## src/rtl/aes_pkg.sv

```systemverilog
// rtl/aes_pkg.sv - shared AES widths, byte indexing and serializer FSM encoding
//
// Purpose : common definitions for the AES state serializer and the row
//           permutation used by the full-width and column-serial rounds.
// Contents: AES_STATE_W / AES_COL_W widths, idx(r,c) byte index,
//           ST_IDLE / ST_SEND state encoding.
package aes_pkg;

  localparam int AES_STATE_W = 128;
  localparam int AES_COL_W   = 32;
  localparam int AES_ROWS    = 4;
  localparam int AES_COLS    = 4;

  typedef logic [AES_STATE_W-1:0] aes_state_t;
  typedef logic [AES_COL_W-1:0]   aes_col_t;
  typedef logic [1:0]             aes_col_idx_t;

  // Serializer FSM encoding, kept as plain constants for legacy tools.
  localparam logic [0:0] ST_IDLE = 1'b0;
  localparam logic [0:0] ST_SEND = 1'b1;

  // Byte k of the state lives at bits [127-8k -: 8]; row r, col c is byte 4c+r.
  function automatic int idx(input int r, input int c);
    return 4 * c + r;
  endfunction

  // MSB position of state byte (r,c) in a 128-bit vector.
  function automatic int byte_msb(input int r, input int c);
    return AES_STATE_W - 1 - 8 * idx(r, c);
  endfunction

endpackage

```

## src/rtl/inv_shift_rows_ser_if.sv

```systemverilog
// rtl/inv_shift_rows_ser_if.sv - state input and column output handshake bundle
//
// Purpose : groups the state-in handshake and the column-out handshake of
//           the serializer.
// Signals : in_valid/in_ready/data_in   - 128-bit state from the source
//           col_valid/col_ready/col_out - 32-bit column to the sink
//           col_idx/col_last            - column position side-band
// Modports: slave  - the serializer (consumes state, produces columns)
//           master - the environment (produces state, consumes columns)
interface inv_shift_rows_ser_if
  import aes_pkg::*;
();

  logic         in_valid;
  logic         in_ready;
  aes_state_t   data_in;
  logic         col_valid;
  logic         col_ready;
  aes_col_t     col_out;
  aes_col_idx_t col_idx;
  logic         col_last;

  modport slave (
    input  in_valid, data_in, col_ready,
    output in_ready, col_valid, col_out, col_idx, col_last
  );

  modport master (
    output in_valid, data_in, col_ready,
    input  in_ready, col_valid, col_out, col_idx, col_last
  );

endinterface

```

## src/rtl/inv_shift_rows_perm.sv

```systemverilog
// rtl/inv_shift_rows_perm.sv - combinational AES (Inv)ShiftRows byte permutation
//
// Purpose : pure wiring permutation of a 128-bit AES state.
//           INVERSE=1: out[r][c] = in[r][(c-r) mod 4]
//           INVERSE=0: out[r][c] = in[r][(c+r) mod 4]
// Ports   : state_in  [127:0] in  - state before the permutation
//           state_out [127:0] out - state after the permutation
module inv_shift_rows_perm
  import aes_pkg::*;
#(
  parameter bit INVERSE = 1'b1
) (
  input  aes_state_t state_in,
  output aes_state_t state_out
);

  for (genvar r = 0; r < AES_ROWS; r++) begin : g_row
    for (genvar c = 0; c < AES_COLS; c++) begin : g_col
      // Row 0 resolves to SRC_C == c, so it passes through unchanged.
      localparam int SRC_C = INVERSE ? ((c + AES_COLS - r) % AES_COLS)
                                     : ((c + r) % AES_COLS);
      assign state_out[byte_msb(r, c) -: 8] = state_in[byte_msb(r, SRC_C) -: 8];
    end
  end

endmodule

```

## src/rtl/inv_shift_rows_ser.sv

```systemverilog
// rtl/inv_shift_rows_ser.sv - (Inv)ShiftRows a 128-bit state and emit it as four columns
//
// Purpose : captures a state through the row permutation into a register,
//           then streams it out one 32-bit column per accepted beat.
// Ports   : clk  in  - rising-edge clock
//           rst  in  - synchronous active-high reset
//           bus  if  - slave side of inv_shift_rows_ser_if
//                      (in_valid/in_ready/data_in, col_valid/col_ready/
//                       col_out/col_idx/col_last)
//           busy out - state register holds an unfinished state
module inv_shift_rows_ser
  import aes_pkg::*;
#(
  parameter bit INVERSE = 1'b1
) (
  input  logic                 clk,
  input  logic                 rst,
  inv_shift_rows_ser_if.slave  bus,
  output logic                 busy
);

  logic [0:0]   fsm_q;
  aes_state_t   state_q;
  aes_state_t   perm_state;
  aes_col_idx_t col_idx_q;
  aes_col_t     col_word;
  logic         send;
  logic         col_accept;
  logic         done;
  logic         in_accept;

  inv_shift_rows_perm #(
    .INVERSE (INVERSE)
  ) u_perm (
    .state_in  (bus.data_in),
    .state_out (perm_state)
  );

  assign send       = (fsm_q == ST_SEND);
  assign col_accept = send && bus.col_ready;
  assign done       = col_accept && (col_idx_q == 2'd3);

  // in_ready combinationally follows col_ready on the last column so a new
  // state can be captured in the same cycle the old one finishes (no bubble).
  assign bus.in_ready = !rst && (!send || done);
  assign in_accept    = bus.in_valid && bus.in_ready;

  always_ff @(posedge clk) begin
    if (rst) begin
      fsm_q     <= ST_IDLE;
      state_q   <= '0;
      col_idx_q <= '0;
    end else if (in_accept) begin
      // data_in is only sampled here, so X while in_valid=0 never reaches state_q.
      state_q   <= perm_state;
      col_idx_q <= '0;
      fsm_q     <= ST_SEND;
    end else if (done) begin
      fsm_q     <= ST_IDLE;
      col_idx_q <= '0;
    end else if (col_accept) begin
      col_idx_q <= col_idx_q + 2'd1;
    end
  end

  always_comb begin
    col_word = '0;
    case (col_idx_q)
      2'd0: col_word = state_q[127:96];
      2'd1: col_word = state_q[95:64];
      2'd2: col_word = state_q[63:32];
      2'd3: col_word = state_q[31:0];
      default: col_word = '0;
    endcase
  end

  // Outputs are zeroed outside SEND so stale columns are not presented in IDLE.
  assign bus.col_valid = send;
  assign bus.col_out   = send ? col_word : '0;
  assign bus.col_idx   = col_idx_q;
  assign bus.col_last  = send && (col_idx_q == 2'd3);
  assign busy          = send;

endmodule

```

## src/flat_wrapper.sv

```systemverilog
// flat-port wrapper written by rule: the top's interface ports become plain ports
module inv_shift_rows_ser_flat import aes_pkg::*;
#(
  parameter bit INVERSE = 1'b1
)
  (clk, rst, busy, bus_in_valid, bus_data_in, bus_col_ready, bus_in_ready, bus_col_valid, bus_col_out, bus_col_idx, bus_col_last);
  inv_shift_rows_ser_if bus_i ();
  input  logic clk;
  input  logic rst;
  output logic busy;
  input wire logic [$bits(bus_i.in_valid)-1:0] bus_in_valid;
  input wire logic [$bits(bus_i.data_in)-1:0] bus_data_in;
  input wire logic [$bits(bus_i.col_ready)-1:0] bus_col_ready;
  output wire logic [$bits(bus_i.in_ready)-1:0] bus_in_ready;
  output wire logic [$bits(bus_i.col_valid)-1:0] bus_col_valid;
  output wire logic [$bits(bus_i.col_out)-1:0] bus_col_out;
  output wire logic [$bits(bus_i.col_idx)-1:0] bus_col_idx;
  output wire logic [$bits(bus_i.col_last)-1:0] bus_col_last;
  assign bus_i.in_valid = bus_in_valid;
  assign bus_i.data_in = bus_data_in;
  assign bus_i.col_ready = bus_col_ready;
  assign bus_in_ready = bus_i.in_ready;
  assign bus_col_valid = bus_i.col_valid;
  assign bus_col_out = bus_i.col_out;
  assign bus_col_idx = bus_i.col_idx;
  assign bus_col_last = bus_i.col_last;
  inv_shift_rows_ser #(.INVERSE(INVERSE)) u_core (.clk(clk), .rst(rst), .bus(bus_i), .busy(busy));
endmodule
```

## config.mk

```make
export PLATFORM = sky130hd
export DESIGN_NAME = inv_shift_rows_ser_flat
export DESIGN_NICKNAME = d
export VERILOG_FILES = /design/src/rtl/aes_pkg.sv /design/src/rtl/inv_shift_rows_ser_if.sv /design/src/rtl/inv_shift_rows_perm.sv /design/src/rtl/inv_shift_rows_ser.sv /design/src/flat_wrapper.sv
export SDC_FILE = /design/constraint.sdc
export NUM_CORES = 1
export LEC_CHECK = 0
export ABC_AREA = 1
export ABC_CLOCK_PERIOD_IN_PS = 3800
export BUFFER_PORTS_ARGS = -buffer_cell sky130_fd_sc_hd__buf_4
export CAP_MARGIN = 30
export CORE_MARGIN = 3
export CORE_UTILIZATION = 35
export DETAILED_ROUTE_END_ITERATION = 10
export PLACE_DENSITY = 0.68
export SLEW_MARGIN = 15
export SYNTH_ARGS = -nofsm -noshare
export SYNTH_HDL_FRONTEND = slang
export SYNTH_SLANG_ARGS = --single-unit
```

## constraint.sdc

```tcl
create_clock -name clk -period 3.8 [get_ports clk]
set_input_delay 0 -clock clk [delete_from_list [all_inputs] [get_ports clk]]
set_output_delay 0 -clock clk [all_outputs]
set_load 0.1 [all_outputs]
```

# Word level (Yosys, flattened, before mapping)
# Cells that the tools add are included.
[op_classes]
addsub = 1
eq_ne = 3
n_mux = 4
n_reduce_logical = 11
[op_table]
columns = ["op", "n"]
rows = [
  ["$pmux W32 S4", 1],
  ["$mux W32", 1],
  ["$logic_and A1 B1 Y1", 5],
  ["$eq A2 B2 Y1 const B", 2],
  ["$reduce_or A3 Y1", 1],
  ["$add A2 B1 Y2 const B", 1],
  ["$eq A2 B1 Y1 const B", 1],
  ["$logic_not A1 Y1", 2],
  ["$logic_not A2 Y1", 1],
  ["$mux W1", 2],
  ["$reduce_bool A2 Y1", 1],
  ["$logic_or A1 B1 Y1", 1],
]
[word_totals]
register_bits = 131
input_bits = 132
word_cells = 22

# Depth between registers and ports, before layout
[logic_depth]
depth_word = 6
depth_mapped = 9

# Cells and area by module
# A second synthesis with hierarchy kept.
[unflattened]
cells_unflattened = 893
hier_area_um2 = 6485.0
[by_module_without_submodules]
columns = ["mod", "n_inst", "cells_per_inst", "area_per_inst_um2", "seq_area_each_um2"]
rows = [
  ["inv_shift_rows_ser", 1, 765, 5524.0, 2622.5],
  ["inv_shift_rows_perm", 1, 128, 960.9, 0.0],
]

# Least setup slack after synthesis
# No wires, ideal clock.
[synth_timing]
path_type = "reg-to-output"
startpoint = "register u_core.col_idx_q[0] (netlist: u_core.bus.col_idx[0])"
endpoint = "output port bus_col_out[22]"
arrival_ns = 3.487
required_ns = 3.800
setup_slack_ns = 0.313
stages_incl_launch_ff = 8
path_buffers = 2
path_cell_list = "dfxtp_1 -> inv_1 -> ha_1 -> clkbuf_1 -> inv_1 -> clkbuf_1 -> o21ai_0 -> a31oi_1"
[synth_between]
elab_chain_len = 3
elab_cells_between_ends = 6
[synth_rtl]
columns = ["element", "line_no", "rtl"]
rows = [
  ["from (decl)", "inv_shift_rows_ser.sv:25", "aes_col_idx_t col_idx_q;"],
  ["from (signal assigned)", "inv_shift_rows_ser.sv:62", "col_idx_q <= col_idx_q + 2'd1;"],
  ["$eq A2 B2 Y1 (tied with other cells)", "inv_shift_rows_ser.sv:68", "case (col_idx_q)"],
  ["$pmux W32 S4 *", "inv_shift_rows_ser.sv:68", ""],
  ["$mux W32 *", "inv_shift_rows_ser.sv:79", "assign bus.col_out = send ? col_word : '0;"],
  ["to (decl)", "flat_wrapper.sv:16", "output wire logic [$bits(bus_i.col_out)-1:0] bus_col_out;"],
]
# Every way passes the cells marked *; elsewhere a longest branch is shown, timed or not.

# Final worst setup path
[layout_timing]
startpoint = "register u_core.col_idx_q[0] (netlist: u_core.bus.col_idx[0])"
endpoint = "output port bus_col_out[10]"
# The elaborated chain is that of the path after synthesis.

==> impl_metrics.toml <==
[drt]
first_pass_iters = 5
drtIter0Drc = 321
vias = 6138
drc = 0
vias_per_cell = 4.899
wl_per_cell_um = 14.79
ant_nets = 0
wirelength_um = 18530

[floorplanning]
core-area_mm2 = 0.01531
start_util_pct = 36.07
num_rows = 45
dieArea_mm2 = 0.01733
die_w_um = 131.6
die_y_um = 131.6
ios = 170

[synth]
syn_avg_cell_area_um2 = 7.221
yosys.area.top_type = "dfxtp_1"
synth_common_cells = "nand2_1 (324), dfxtp_1 (131), nand3_1 (129), a21oi_1 (34)"
synth_nets = 901
yosysTopAreaCellShare_pct = 47.47
synth.area.top_cells = "dfxtp_1 (47%), nand2_1 (22%), nand3_1 (12%)"
syn-instance-count = 765
async_flop_share_pct = 0
ys_seq_area_share_pct = 47.47
synth_warnings = 0
yosysMostFrequentCell = "nand2_1"
syn-cell-area_mm2 = 0.005524
ys_types = 19
synth_seq_cells = 131
synth-edff-count = 0
synth_ff_type = "dfxtp_1"

[critical_path]
critPathRequiredTime_ps = 3800
worstPathArrival_ps = 2600
cp_max_fo = 18
crit_path_max_incr_delay_ps = 650
crit_slowest_cell = "ha_1"
crit_path_start_kind = "flip-flop"
crit_family = "buffers and inverters"
crit_buf_inv = 2
critPathKind = "reg -> out"
cp-end-kind = "output pin"
crit_top_cell = "buf_4"
path_cells = "ha_1 > buf_4 > nand2_1 > a31oi_1 > buf_4"

[grt]
grt_pass1_wl_um = 29700
track_usage_pct = 21.16
first_global_vias = 5937
gr-total-overflow = 0
antenna_found_initial = 0
grt_max_degree = 79

[timing]
finalCritPeriodShare_pct = 68.45
tightest_slew_ps = 919.1
hold_violations = 0
rsz0062_at_grt = "no"
slew_headroom_pct = 38.72
timing.fmax_ghz = 0.3845
maxSlewViolCount = 0
finClkSkew_ps = 9.063
fin_setup_tns_ps = 0
setup_viol = 0
fin_crit_ps = 2601

[clocking]
cts_made_buffers = 17
cts.path.max_buffers = 2
clkLatencyLatePin_ps = 420
ctsHtreeMaxLevel = 4
post_cts_resized = 0
cts_tree = "built"
clock-root-buffer = "clkbuf_16"
clk_pin_slew_ps = 60
clock_sinks = 131
postCtsSetupBuffers = 0

[cells_and_area]
layout-drive-gt1-share_pct = 20.73
final_net_count = 1166
instances_no_fill = 1253
multi_input_area_mm2 = 0.002521
area_growth_pct = 58.35
register_area_mm2 = 0.002623
final_core_util_pct = 57.12
num_antenna_cells = 0
num-fill-cells = 1409

[placed_design]
place_congestion = 0.7880
numPortBuffers = 169
dpl.cell_count = 1091
hpwlAfterDp_um = 10650

[power]
leakage_nw = 4.128
ir_drop_uv = 411.3
p_per_area_mw_per_mm2 = 443.6
finalPower_mw = 3.880

[job]
max-cap-violations = 0

[worst_hold_path]
hold_class = "in -> reg"

[outcome]
run_status = "complete, no violations"
[worst reg2reg max path: stages (launching register included)]
cell	delay [ps]
dfxtp_1	420
ha_2	220
nand3_2	90
nand2_1	130
nand3_4	660
buf_12	480
nand3_1	130
nand2_1	70
[sequential cells by signal, summed over array words and instances, names as in the netlist]
name	count
u_core.bus.col_idx	2
u_core.bus.col_valid	1
u_core.state_q	128
[final timing paths]
kind / from / to / slack (ps) / cells past startpoint
worst min-delay path: bus_in_valid / u_core.bus.col_idx[0] / 100 / 4
worst min register to register: u_core.state_q[120] / u_core.state_q[120] / 460 / 2
worst max register to register: u_core.bus.col_idx[0] / u_core.state_q[14] / 1490 / 7
worst max-delay path: u_core.bus.col_idx[0] / bus_col_out[10] / 1200 / 5
[metal layers]
metal  global-route usage (%)  routed length, um  vias to the layer above
li1                         -                  -                     3054
met3                    5.360               1051                       27
met2                    36.48               9384                      233
met5                        0                  0                        -
met4                    6.768                257                        0
met1                    25.85               7840                     2824
[where the power goes]
part | internal [mW] | leakage [nW] | switching, mW
clock | 1.11 | 0.286 | 0.626
combinational | 0.267 | 2.76 | 0.361
sequential | 1.47 | 1.08 | 0.0478
total | 2.85 | 4.13 | 1.03
[cell families (layout without fill, tap and decap cells)]
| group | after synthesis | after routing | synth area share (%) |
|---|---|---|---|
| AOI/OAI and AO/OA | 100 | 100 | 9.898 |
| xor gates and xnor gates | 1 | 1 | 0.1586 |
| DFF | 131 | 131 | 47.47 |
| adders and majority gates | 4 | 4 | 0.9060 |
| buffers and inverters | 71 | 348 | 7.180 |
| and+or+nand+nor | 458 | 458 | 34.38 |
[layout make-up]
class                      count  share of cell area, %
inverter                       7                 0.3290
multi-input combinational    563                  28.82
clock inverter                13                  2.103
timing repair buffer         310                  30.73
tap                          211                  3.018
clock buffer                  18                  5.021
sequential                   131                  29.98
[stage by stage]
step                hold WS (ps)  cell area [um^2]  worst slack [ps]
finish                     96.08              8747              1199
global route               125.6              8747              1058
CTS                        67.75              8747              1215
detailed placement         197.9              6813              1465
global placement           195.7              6785              1511
floorplan                  69.07              5524             312.8
[cells in the final DEF, fill, tap and decap left out, drive strengths merged]
cell type	Yosys	routed
clkinv	0	2
dfxtp	131	131
nand3	131	131
xor2	1	1
nand2	324	324
o21ai	32	32
a31oi	32	32
clkinvlp	0	6
bufinv	0	4
buf	45	179
dlygate4sd3	0	131
o211ai	1	1
clkbuf	19	18
nor2	2	2
ha	4	4
a21oi	35	35
nor3	1	1
inv	7	8
[timing repair]
action | 4_1_cts | 5_1_grt
hold buffers | 131 | 0
endpoints found under the hold margin | 131 | 0
endpoints found under the setup margin | 0 | 0
No activity file was read; power rests on OpenSTA's default activity.
